===== src/rtl/wavetable_pkg.sv =====
// Shared types and constants for the wavetable voice engine.
// Holds the FSM state type, the note-to-phase-increment table and the midscale helper.
package wavetable_pkg;

  typedef enum logic [2:0] {
    IDLE,
    FETCH,
    INTERP,
    ACCUM,
    EMIT
  } state_t;

  // Entries 2..30 form a semitone ladder starting at 0x2000.
  // Entries 0, 1 and 31 are fixed ratios: one table step per frame, half a step, and all-ones.
  localparam logic [23:0] PHASE_INC [32] = '{
    24'h010000, 24'h008000,
    24'h002000, 24'h0021E7, 24'h0023EB, 24'h00260E, 24'h002851, 24'h002AB7,
    24'h002D41, 24'h002FF2, 24'h0032CC, 24'h0035D1, 24'h003904, 24'h003C68,
    24'h004000, 24'h0043CE, 24'h0047D6, 24'h004C1C, 24'h0050A2, 24'h00556E,
    24'h005A82, 24'h005FE4, 24'h006598, 24'h006BA2, 24'h007208, 24'h0078D0,
    24'h008000, 24'h00879C, 24'h008FAC, 24'h009838, 24'h00A145,
    24'hFFFFFF
  };

  function automatic int unsigned midscale(input int unsigned amp_w);
    return 32'd1 << (amp_w - 1);
  endfunction

endpackage


===== src/rtl/sine_rom.sv =====
// Full-cycle offset-binary sine table with two synchronous read ports.
// Both ports register their data one cycle after the address is presented.
module sine_rom
  import wavetable_pkg::*;
#(
  parameter int AMP_W  = 8,
  parameter int TBL_AW = 8
) (
  input  logic              clk,
  input  logic [TBL_AW-1:0] addr_a,
  input  logic [TBL_AW-1:0] addr_b,
  output logic [AMP_W-1:0]  data_a,
  output logic [AMP_W-1:0]  data_b
);

  localparam int DEPTH = 1 << TBL_AW;
  localparam real PI = 3.14159265358979;

  // Peak amplitude is midscale-1 so the positive peak still fits in AMP_W bits.
  function automatic logic [AMP_W-1:0] sine_entry(input int idx);
    real mid;
    real val;
    mid = real'(midscale(AMP_W));
    val = mid + (mid - 1.0) * $sin(2.0 * PI * real'(idx) / real'(DEPTH)) + 0.5;
    return AMP_W'($rtoi(val));
  endfunction

  logic [AMP_W-1:0] tbl [DEPTH];

  for (genvar g = 0; g < DEPTH; g++) begin : g_tbl
    assign tbl[g] = sine_entry(g);
  end

  always_ff @(posedge clk) begin
    data_a <= tbl[addr_a];
    data_b <= tbl[addr_b];
  end

endmodule


===== src/rtl/wavetable_voice_engine.sv =====
// Multi-voice wavetable oscillator: per frame, each voice is fetched, interpolated and
// mixed in turn, and the averaged result is offered on a valid/ready output.
//
//   state  | meaning
//   IDLE   | waiting for sample_tick; output frame may still be pending
//   FETCH  | present phase index and neighbour to the sine ROM
//   INTERP | linear interpolation between the two table samples
//   ACCUM  | add voice (or midscale if gated off) to the mix, advance phase
//   EMIT   | scale the mix into out_sample and raise out_valid
module wavetable_voice_engine
  import wavetable_pkg::*;
#(
  parameter int N_VOICES = 4,
  parameter int AMP_W    = 8,
  parameter int PHASE_W  = 24,
  parameter int TBL_AW   = 8
) (
  input  logic                                             clk,
  input  logic                                             rst_n,
  input  logic                                             sample_tick,
  input  logic                                             cfg_we,
  input  logic [$clog2(N_VOICES > 1 ? N_VOICES : 2)-1:0]   cfg_voice,
  input  logic [4:0]                                       cfg_note,
  input  logic                                             cfg_on,
  output logic                                             out_valid,
  input  logic                                             out_ready,
  output logic [AMP_W-1:0]                                 out_sample,
  output logic                                             overrun,
  output logic                                             busy
);

  localparam int VW     = $clog2(N_VOICES > 1 ? N_VOICES : 2);
  localparam int LOG2N  = $clog2(N_VOICES);
  localparam int FRAC_W = PHASE_W - TBL_AW;
  localparam int ACC_W  = AMP_W + LOG2N;
  localparam logic [AMP_W-1:0] MID = AMP_W'(midscale(AMP_W));

  state_t              state;
  logic [VW-1:0]       vcnt;
  logic [ACC_W-1:0]    acc;
  logic [FRAC_W-1:0]   frac_q;
  logic [AMP_W-1:0]    y_q;

  logic                gate  [N_VOICES];
  logic [4:0]          note  [N_VOICES];
  logic [PHASE_W-1:0]  phase [N_VOICES];

  logic [TBL_AW-1:0]   idx_a;
  logic [TBL_AW-1:0]   idx_b;
  logic [AMP_W-1:0]    rom_a;
  logic [AMP_W-1:0]    rom_b;

  assign idx_a = phase[vcnt][PHASE_W-1 -: TBL_AW];
  assign idx_b = idx_a + 1'b1;

  sine_rom #(
    .AMP_W  (AMP_W),
    .TBL_AW (TBL_AW)
  ) u_rom (
    .clk    (clk),
    .addr_a (idx_a),
    .addr_b (idx_b),
    .data_a (rom_a),
    .data_b (rom_b)
  );

  // Signed slope times unsigned fraction; the arithmetic shift floors, keeping y between a and b.
  logic signed [AMP_W:0]            diff;
  logic signed [AMP_W+FRAC_W+1:0]   prod;
  logic signed [AMP_W+1:0]          step;
  logic signed [AMP_W+1:0]          interp_sum;

  always_comb begin
    diff       = $signed({1'b0, rom_b}) - $signed({1'b0, rom_a});
    prod       = diff * $signed({1'b0, frac_q});
    step       = prod[FRAC_W +: AMP_W+2];
    interp_sum = $signed({2'b00, rom_a}) + step;
  end

  always_ff @(posedge clk or negedge rst_n) begin
    if (!rst_n) begin
      state      <= IDLE;
      vcnt       <= '0;
      acc        <= '0;
      frac_q     <= '0;
      y_q        <= '0;
      out_valid  <= 1'b0;
      out_sample <= MID;
      overrun    <= 1'b0;
      busy       <= 1'b0;
    end else begin
      if (out_valid && out_ready) out_valid <= 1'b0;
      if (sample_tick && state != IDLE) overrun <= 1'b1;
      case (state)
        IDLE: begin
          if (sample_tick) begin
            if (!out_valid || out_ready) begin
              state <= FETCH;
              vcnt  <= '0;
              acc   <= '0;
              busy  <= 1'b1;
            end else begin
              overrun <= 1'b1;
            end
          end
        end
        FETCH: begin
          frac_q <= phase[vcnt][FRAC_W-1:0];
          state  <= INTERP;
        end
        INTERP: begin
          y_q   <= interp_sum[AMP_W-1:0];
          state <= ACCUM;
        end
        ACCUM: begin
          acc <= acc + ACC_W'(gate[vcnt] ? y_q : MID);
          if (vcnt == VW'(N_VOICES - 1)) begin
            state <= EMIT;
          end else begin
            vcnt  <= vcnt + 1'b1;
            state <= FETCH;
          end
        end
        EMIT: begin
          out_sample <= acc[ACC_W-1:LOG2N];
          out_valid  <= 1'b1;
          busy       <= 1'b0;
          state      <= IDLE;
        end
        default: state <= IDLE;
      endcase
    end
  end

  // A config write lands after the ACCUM update so a gate-on clear always wins.
  always_ff @(posedge clk or negedge rst_n) begin
    if (!rst_n) begin
      for (int i = 0; i < N_VOICES; i++) begin
        gate[i]  <= 1'b0;
        note[i]  <= '0;
        phase[i] <= '0;
      end
    end else begin
      if (state == ACCUM && gate[vcnt])
        phase[vcnt] <= phase[vcnt] + PHASE_W'(PHASE_INC[note[vcnt]]);
      if (cfg_we) begin
        gate[cfg_voice] <= cfg_on;
        note[cfg_voice] <= cfg_note;
        if (cfg_on && !gate[cfg_voice]) phase[cfg_voice] <= '0;
      end
    end
  end

endmodule

===== config.mk =====
export PLATFORM = sky130hd
export DESIGN_NAME = wavetable_voice_engine
export DESIGN_NICKNAME = d
export VERILOG_FILES = /design/src/rtl/wavetable_pkg.sv /design/src/rtl/sine_rom.sv /design/src/rtl/wavetable_voice_engine.sv
export SDC_FILE = /design/constraint.sdc
export NUM_CORES = 1
export LEC_CHECK = 0
export ABC_AREA = 1
export BUFFER_PORTS_ARGS = -buffer_cell sky130_fd_sc_hd__buf_2
export CAP_MARGIN = 5
export CELL_PAD_IN_SITES_DETAIL_PLACEMENT = 0
export CELL_PAD_IN_SITES_GLOBAL_PLACEMENT = 2
export CORE_ASPECT_RATIO = 0.9
export CORE_MARGIN = 5
export CORE_UTILIZATION = 37
export CTS_CLUSTER_SIZE = 28
export DETAILED_ROUTE_END_ITERATION = 8
export PLACE_DENSITY = 0.79
export SLEW_MARGIN = 20
export SYNTH_ARGS = -nofsm -noshare
export SYNTH_HDL_FRONTEND = slang
export SYNTH_SLANG_ARGS = --single-unit

===== constraint.sdc =====
create_clock -name clk -period 9 [get_ports clk]
set_clock_uncertainty 0.15 [all_clocks]
set_input_delay 0 -clock clk [delete_from_list [all_inputs] [get_ports clk]]
set_output_delay 0 -clock clk [all_outputs]
set_load 0.02 [all_outputs]

==> flow_summary.toml, run 1 <==
[grt]
grt_pass1_wl_mm = 105.7
overflow = 0
grt_max_degree = 68
antenna_found_initial = 4
grt_use_total_pct = 23.46
grt_pass1_vias = 18400

[placement]
place.gp.congestion = 0.8829
dp_hpwl_mm = 49.20
portBuffers = 23

[clock_tree]
numCtsBuffers = 17
clk_pin_slew_worst_paths_ps = 80
ctsResizeCount = 0
clk_latency_ps = 470
htree_levels = 4
cts_sinks = 186
cts_tree = "yes"
cts-root-buf = "clkbuf_16"
clock_path_buffers = 2

[floorplan]
dieHeight_um = 226.7
rows = 79
dieWidth_um = 250.8
dieArea_mm2 = 0.05685
start_util_pct = 37.35
pin_count = 24
core_mm2 = 0.05170

[hold_path]
hold-path-cell-count = 5
min_path_type = "in2reg"
min-delay-start = "out_ready"

[sta]
final-max-slew-violation-count = 0
worstMarginPinSlew_ps = 1079
slew_headroom_pct = 27.65
finalCritPeriodShare_pct = 87.59
setup_viol = 0
max_freq_mhz = 126.9
hold_violations = 0
grt_setup_unrepaired = "no"
fin_tns_setup_ps = 0
period_minus_slack_ps = 7883

[worst_setup_path]
reg2regPathDepth = 35
slowest_delay_ps = 490
worst_setup_path_start_kind = "flip-flop"
crit_arrival_ps = 8110
cp-end-kind = "flip-flop"
crit_slowest_cell = "fa_1"
required_ps = 9220
r2r_start = "u_rom.data_b[0]"
startpoint = "u_rom.data_b[0]"
cp_max_fo = 12
path_class = "reg2reg"
cpMostUsedCell = "fa_1"

[route]
wire_per_inst_um = 18.91
ant_nets = 0
drt_first_pass_iters = 6
wl_mm = 67.13
drc = 0
vias = 18970
via_per_inst = 5.341
drt-initial-drc-count = 1618

[synthesis]
postSynthAreaPerCell_um2 = 6.717
ys_types = 58
synth_area_mm2 = 0.01931
yosysTopAreaCellShare_pct = 21.91
synth_top_cell_by_area = "dfrtp_1"
yosysWarnings = 0
synth_edf_count = 0
async_reset_ff_share_pct = 91.40
synth.area.top_cells = "dfrtp_1 (22%), nand2_1 (14%), fa_1 (11%), ha_1 (8.7%), inv_1 (8.4%)"
ys_ff_latch = 186
seq_area_frac_synth_pct = 23.70
synthFlopType = "dfrtp_1"
synth.net_count = 3126
synth_cells = 2874

[layout]
syn2layout_area_growth_pct = 7.868
drive_gt1_share_pct = 4.787
layout.nets = 3101

[job]
drv_cap = 0

[outcome]
status = "finished, final reports clean"
repair_timing:
item	CTS	global route
setup endpoints to repair	0	0
setup buffers	0	0
endpoints found under the hold margin	69	0
hold buffers	19	0
layout make-up:
cell class,count,area (um^2)
repair buffers,70,539.3
diodes,1,2.502
well taps,688,860.8
fillers,5534,30870
clock buffers,18,439.2
multi-input cells,2126,12500
clock inverters,14,221.5
inverters,448,1682
flip-flops and latches,186,4577
per-stage QoR:
| stage | setup WS, ps | hold slack (ps) | instance area [um^2] | util [%] | instances |
|---|---|---|---|---|---|
| floorplan | 2014 | -445.6 | 19310 | - | 2874 |
| global placement | 1176 | -178.7 | 19950 | 38.60 | 3499 |
| detailed placement | 1097 | -180.2 | 19950 | 38.60 | 3499 |
| CTS | 1095 | 159.7 | 20820 | 40.28 | 3550 |
| global route | 498.0 | 201.1 | 20820 | 40.28 | 3550 |
| finish | 1117 | 183.0 | 20830 | 40.28 | 3551 |
cells by family (layout without fill, tap and decap cells):
logic type      count (synthesis)  count (layout)  share of synthesized area (%)
other cells                     0               1                              0
simple gates                 1345            1345                          29.04
buf+inv                       562             550                          11.56
mux                             1               1                        0.05832
flops                         186             186                          23.70
xor+xnor                       23              23                          1.121
fa+ha+maj                     239             239                          19.53
compound gates                518             518                          14.98
placed cells by master (no fill, tap or decap), types with 17 or more instances in the layout:
master         instances
nand2_1              741
inv_1                429
nand3_1              266
nor2_1               254
o21ai_0              216
a21oi_1              171
dfrtp_1              168
ha_1                 135
fa_1                 104
o211ai_1              40
buf_4                 28
buf_2                 22
nand4_1               21
nor3_1                20
o22ai_1               19
dlygate4sd3_1         18
clkbuf_16             17
synth_stat cells (4+ instances only):
cell type	count
buf_4	12
a21boi_0	4
o211ai_1	40
o21ai_0	216
o21ai_1	9
dfrtp_1	169
nand3_1	266
nand2_1	741
a211oi_1	4
o31ai_1	8
clkbuf_1	51
inv_2	13
inv_1	430
xnor2_1	7
dfxtp_1	16
nor2_1	254
nor3_1	21
fa_1	104
xor2_1	14
buf_1	4
buf_2	44
nand4_1	21
ha_1	135
a21oi_1	171
o21bai_1	7
clkinv_1	5
nand2_2	13
a31oi_1	9
o2111ai_1	6
a21o_1	9
or2_2	9
o22ai_1	19
critical path, delay by kind of cell (launching register included):
family                   cells  cell delay, ps
AO/OA/AOI/OAI                6            1060
XOR/XNOR                     2             300
adder cells (fa/ha/maj)     10            3830
buffers and inverters        6             440
flip-flops                   1             310
AND/OR/NAND/NOR             11            1690
metal layers:
metal	wire [um]	global-route usage [%]	up-vias
met1	32450	34.84	9028
met5	24	0	-
met3	4754	4.175	84
met2	28580	35.53	674
met4	1321	5.774	4
li1	-	-	9176
path summary, 6_finish.rpt:
kind | to | slack [ps]
setup / recovery | y_q[6] | 1120
hold / removal | out_valid | 180
setup reg to reg | y_q[6] | 1120
hold reg to reg | out_sample[4] | 330
max in group asynchronous | phase[76] | 6480
min in group asynchronous | out_sample[7] | 500
sequential cells by signal, summed over array words and instances, names as in the netlist:
signal	cells
gate	4
state	3
y_q	8
note	20
u_rom.data_b	8
overrun	1
out_valid	1
u_rom.data_a	8
busy	1
vcnt	2
out_sample	8
frac_q	16
acc	10
phase	96
Power of run 1 is not shown: default switching activity piles up to over one toggle a cycle in this logic, so the estimate is an artifact.
==> run 2, diff against run 1 <==
--- a/config.mk
+++ b/config.mk
@@ -5,17 +5,16 @@
 export SDC_FILE = /design/constraint.sdc
 export NUM_CORES = 1
 export LEC_CHECK = 0
-export ABC_AREA = 1
 export BUFFER_PORTS_ARGS = -buffer_cell sky130_fd_sc_hd__buf_2
 export CAP_MARGIN = 5
 export CELL_PAD_IN_SITES_DETAIL_PLACEMENT = 0
 export CELL_PAD_IN_SITES_GLOBAL_PLACEMENT = 2
 export CORE_ASPECT_RATIO = 0.9
 export CORE_MARGIN = 5
-export CORE_UTILIZATION = 37
+export CORE_UTILIZATION = 41
 export CTS_CLUSTER_SIZE = 28
 export DETAILED_ROUTE_END_ITERATION = 8
-export PLACE_DENSITY = 0.79
+export PLACE_DENSITY = 0.8
 export SLEW_MARGIN = 20
 export SYNTH_ARGS = -nofsm -noshare
 export SYNTH_HDL_FRONTEND = slang
==> run 2 against run 1 <==
Non-clock buffer count rose by 12; routed wire length decreased by 15%; sequential share of layout area grew 0.86 points; critical endpoint is now y_q[7]; largest cell class unchanged.
==> flow_summary.toml, run 2 <==
[layout]
diodes = 0
largest_registers = "phase x96, note x20, frac_q x16"
stdcell_area_mm2 = 0.02005
syn2layout_area_growth_pct = 7.559
layout_common_cells = "nand2_1 (235), a21oi_1 (179), dfrtp_1 (167), nor2_1 (144), ha_1 (135)"
final_util_pct = 44.37
drive_gt1_share_pct = 10.82
layout.nets = 2364
layoutNonFillerInstCount = 2733
top_register = "phase"
final_common_cell = "nand2_1"
n_fill_cell = 4479
largest_register_ffs = 96

[clock_tree]
clock_path_buffers = 2
htree_levels = 4
cts_sinks = 186
clk_latency_ps = 460
numCtsBuffers = 17
cts-root-buf = "clkbuf_16"
clk_pin_slew_worst_paths_ps = 80
cts_tree = "yes"

[grt]
grt_pass1_vias = 15690
grt_max_degree = 77
grt_use_total_pct = 22.75
overflow = 0
grt_pass1_wl_mm = 91.40
antenna_found_initial = 1

[placement]
dp_slack_ps = 168.3
place.gp.congestion = 0.8474
portBuffers = 23
postPlaceCellArea_mm2 = 0.01924
dp_hpwl_mm = 40.06
placed_cells = 2685

[synthesis]
synth_common_cells = "nand2_1 (236), a21oi_1 (179), dfrtp_1 (169)"
synth_area_mm2 = 0.01864
synthFlopType = "dfrtp_1"
synth.area.top_cells = "dfrtp_1 (23%), fa_1 (11%), ha_1 (9.1%), a21oi_1 (4.8%), nand2_1 (4.8%)"
ys_types = 90
seq_area_frac_synth_pct = 24.55
postSynthAreaPerCell_um2 = 8.621
yosysMostFrequentCell = "nand2_1"
synth_cells = 2162
ys_ff_latch = 186
synth.net_count = 2414
yosysWarnings = 0
synth_edf_count = 0
yosysTopAreaCellShare_pct = 22.69
synth_top_cell_by_area = "dfrtp_1"
async_reset_ff_share_pct = 91.40

[worst_setup_path]
cpMostUsedCell = "fa_1"
crit_arrival_ps = 8660
required_ps = 9210
r2r_start = "u_rom.data_a[1]"
slowest_delay_ps = 500
crit_slowest_cell = "or3b_2"
reg2reg_to = "y_q[7]"
cp-endpoint = "y_q[7]"
cp_max_fo = 3
startpoint = "u_rom.data_a[1]"
cp-end-kind = "flip-flop"
path_class = "reg2reg"
worst_setup_path_start_kind = "flip-flop"
reg2regPathDepth = 35
r2r_slack_ps = 550

[route]
drt-initial-drc-count = 1454
ant_nets = 0
wl_mm = 57.27
via_per_inst = 5.939
drc = 0
wire_per_inst_um = 20.96
drt_first_pass_iters = 6
vias = 16230

[floorplan]
dieWidth_um = 234.7
rows = 74
dieArea_mm2 = 0.04983
dieHeight_um = 212.3
start_util_pct = 41.25
pin_count = 24
core_mm2 = 0.04518

[sta]
slew_headroom_pct = 24.51
final-max-slew-violation-count = 0
max_freq_mhz = 118.4
period_minus_slack_ps = 8446
finalCritPeriodShare_pct = 93.84
worstMarginPinSlew_ps = 1128
setup_viol = 0
hold_violations = 0
setup_slack_ps = 554.2

[job]
drv_cap = 0

[outcome]
status = "finished, final reports clean"

[hold_path]
min_path_type = "in2reg"
-- run 2: cell types whose count changed after synthesis, sizes merged, moves of 26 or more --
cell / delta
and2: +71
clkbuf: +54
inv: -306
mux2: +57
mux4: +26
nand2: -518
nand2b: +39
nand3: -213
nor2: -114
o21ai: -97
xnor2: +35
-- run 2: critical path: cells and delay by family (launching register included) --
family / cells / cell delay [ps]
fa+ha+maj: 8 / 3230
compound gates: 15 / 2920
simple gates: 6 / 1210
flops: 1 / 330
xor+xnor: 2 / 330
buf+inv: 4 / 180
-- run 2: metrics by stage --
step	TNS (ps)	hold WS, ps
floorplan	0	-445.6
global placement	0	-225.7
detailed placement	0	-221.6
CTS	0	92.48
global route	-26.79	125.7
finish	0	113.8
-- run 2: timing repair --
item | 4_1_cts | 5_1_grt
hold buffers | 15 | 0
hold endpoints to repair | 64 | 0
endpoints found under the setup margin | 0 | 1
setup buffers | 0 | 1
resized for setup | 0 | 6
-- run 2: layout make-up --
type,instances,area [um^2],share of cell area [%]
Sequential cell,186,4578,22.84
Multi-Input combinational cell,1685,12950,64.60
Tap cell,608,760.7,3.795
Inverter,140,528.0,2.634
Clock inverter,15,188.9,0.9425
Timing Repair Buffer,82,615.6,3.071
Clock buffer,17,425.4,2.122
-- run 2: worst min-delay path by stage --
stage / startpoint / end / slack [ps] / cells past startpoint
global route: cfg_we / note[0] / 130 / 3
floorplan: rst_n / acc[0] / -450 / 0
global placement: rst_n / frac_q[2] / -230 / 1
detailed placement: rst_n / frac_q[2] / -220 / 1
finish: cfg_we / note[0] / 110 / 3
CTS: cfg_we / note[0] / 90 / 3
-- run 2: cell families after synthesis --
group / count (synthesis) / share of synthesized area, %
adder cells (fa/ha/maj): 239 / 20.23
XOR/XNOR: 55 / 2.665
AO/OA/AOI/OAI: 591 / 20.44
buffers and inverters: 291 / 6.257
multiplexers: 105 / 7.794
flip-flops: 186 / 24.55
AND/OR/NAND/NOR: 695 / 18.06
-- run 2: routing by layer --
layer / wire (um) / vias to the layer above / GRT usage [%]
li1: - / 7566 / -
met1: 26790 / 8019 / 33.86
met2: 26150 / 595 / 35.98
met3: 3749 / 52 / 3.217
met4: 586 / 0 / 4.087
met5: 0 / - / 0
Power of run 2 is left out for the same reason.
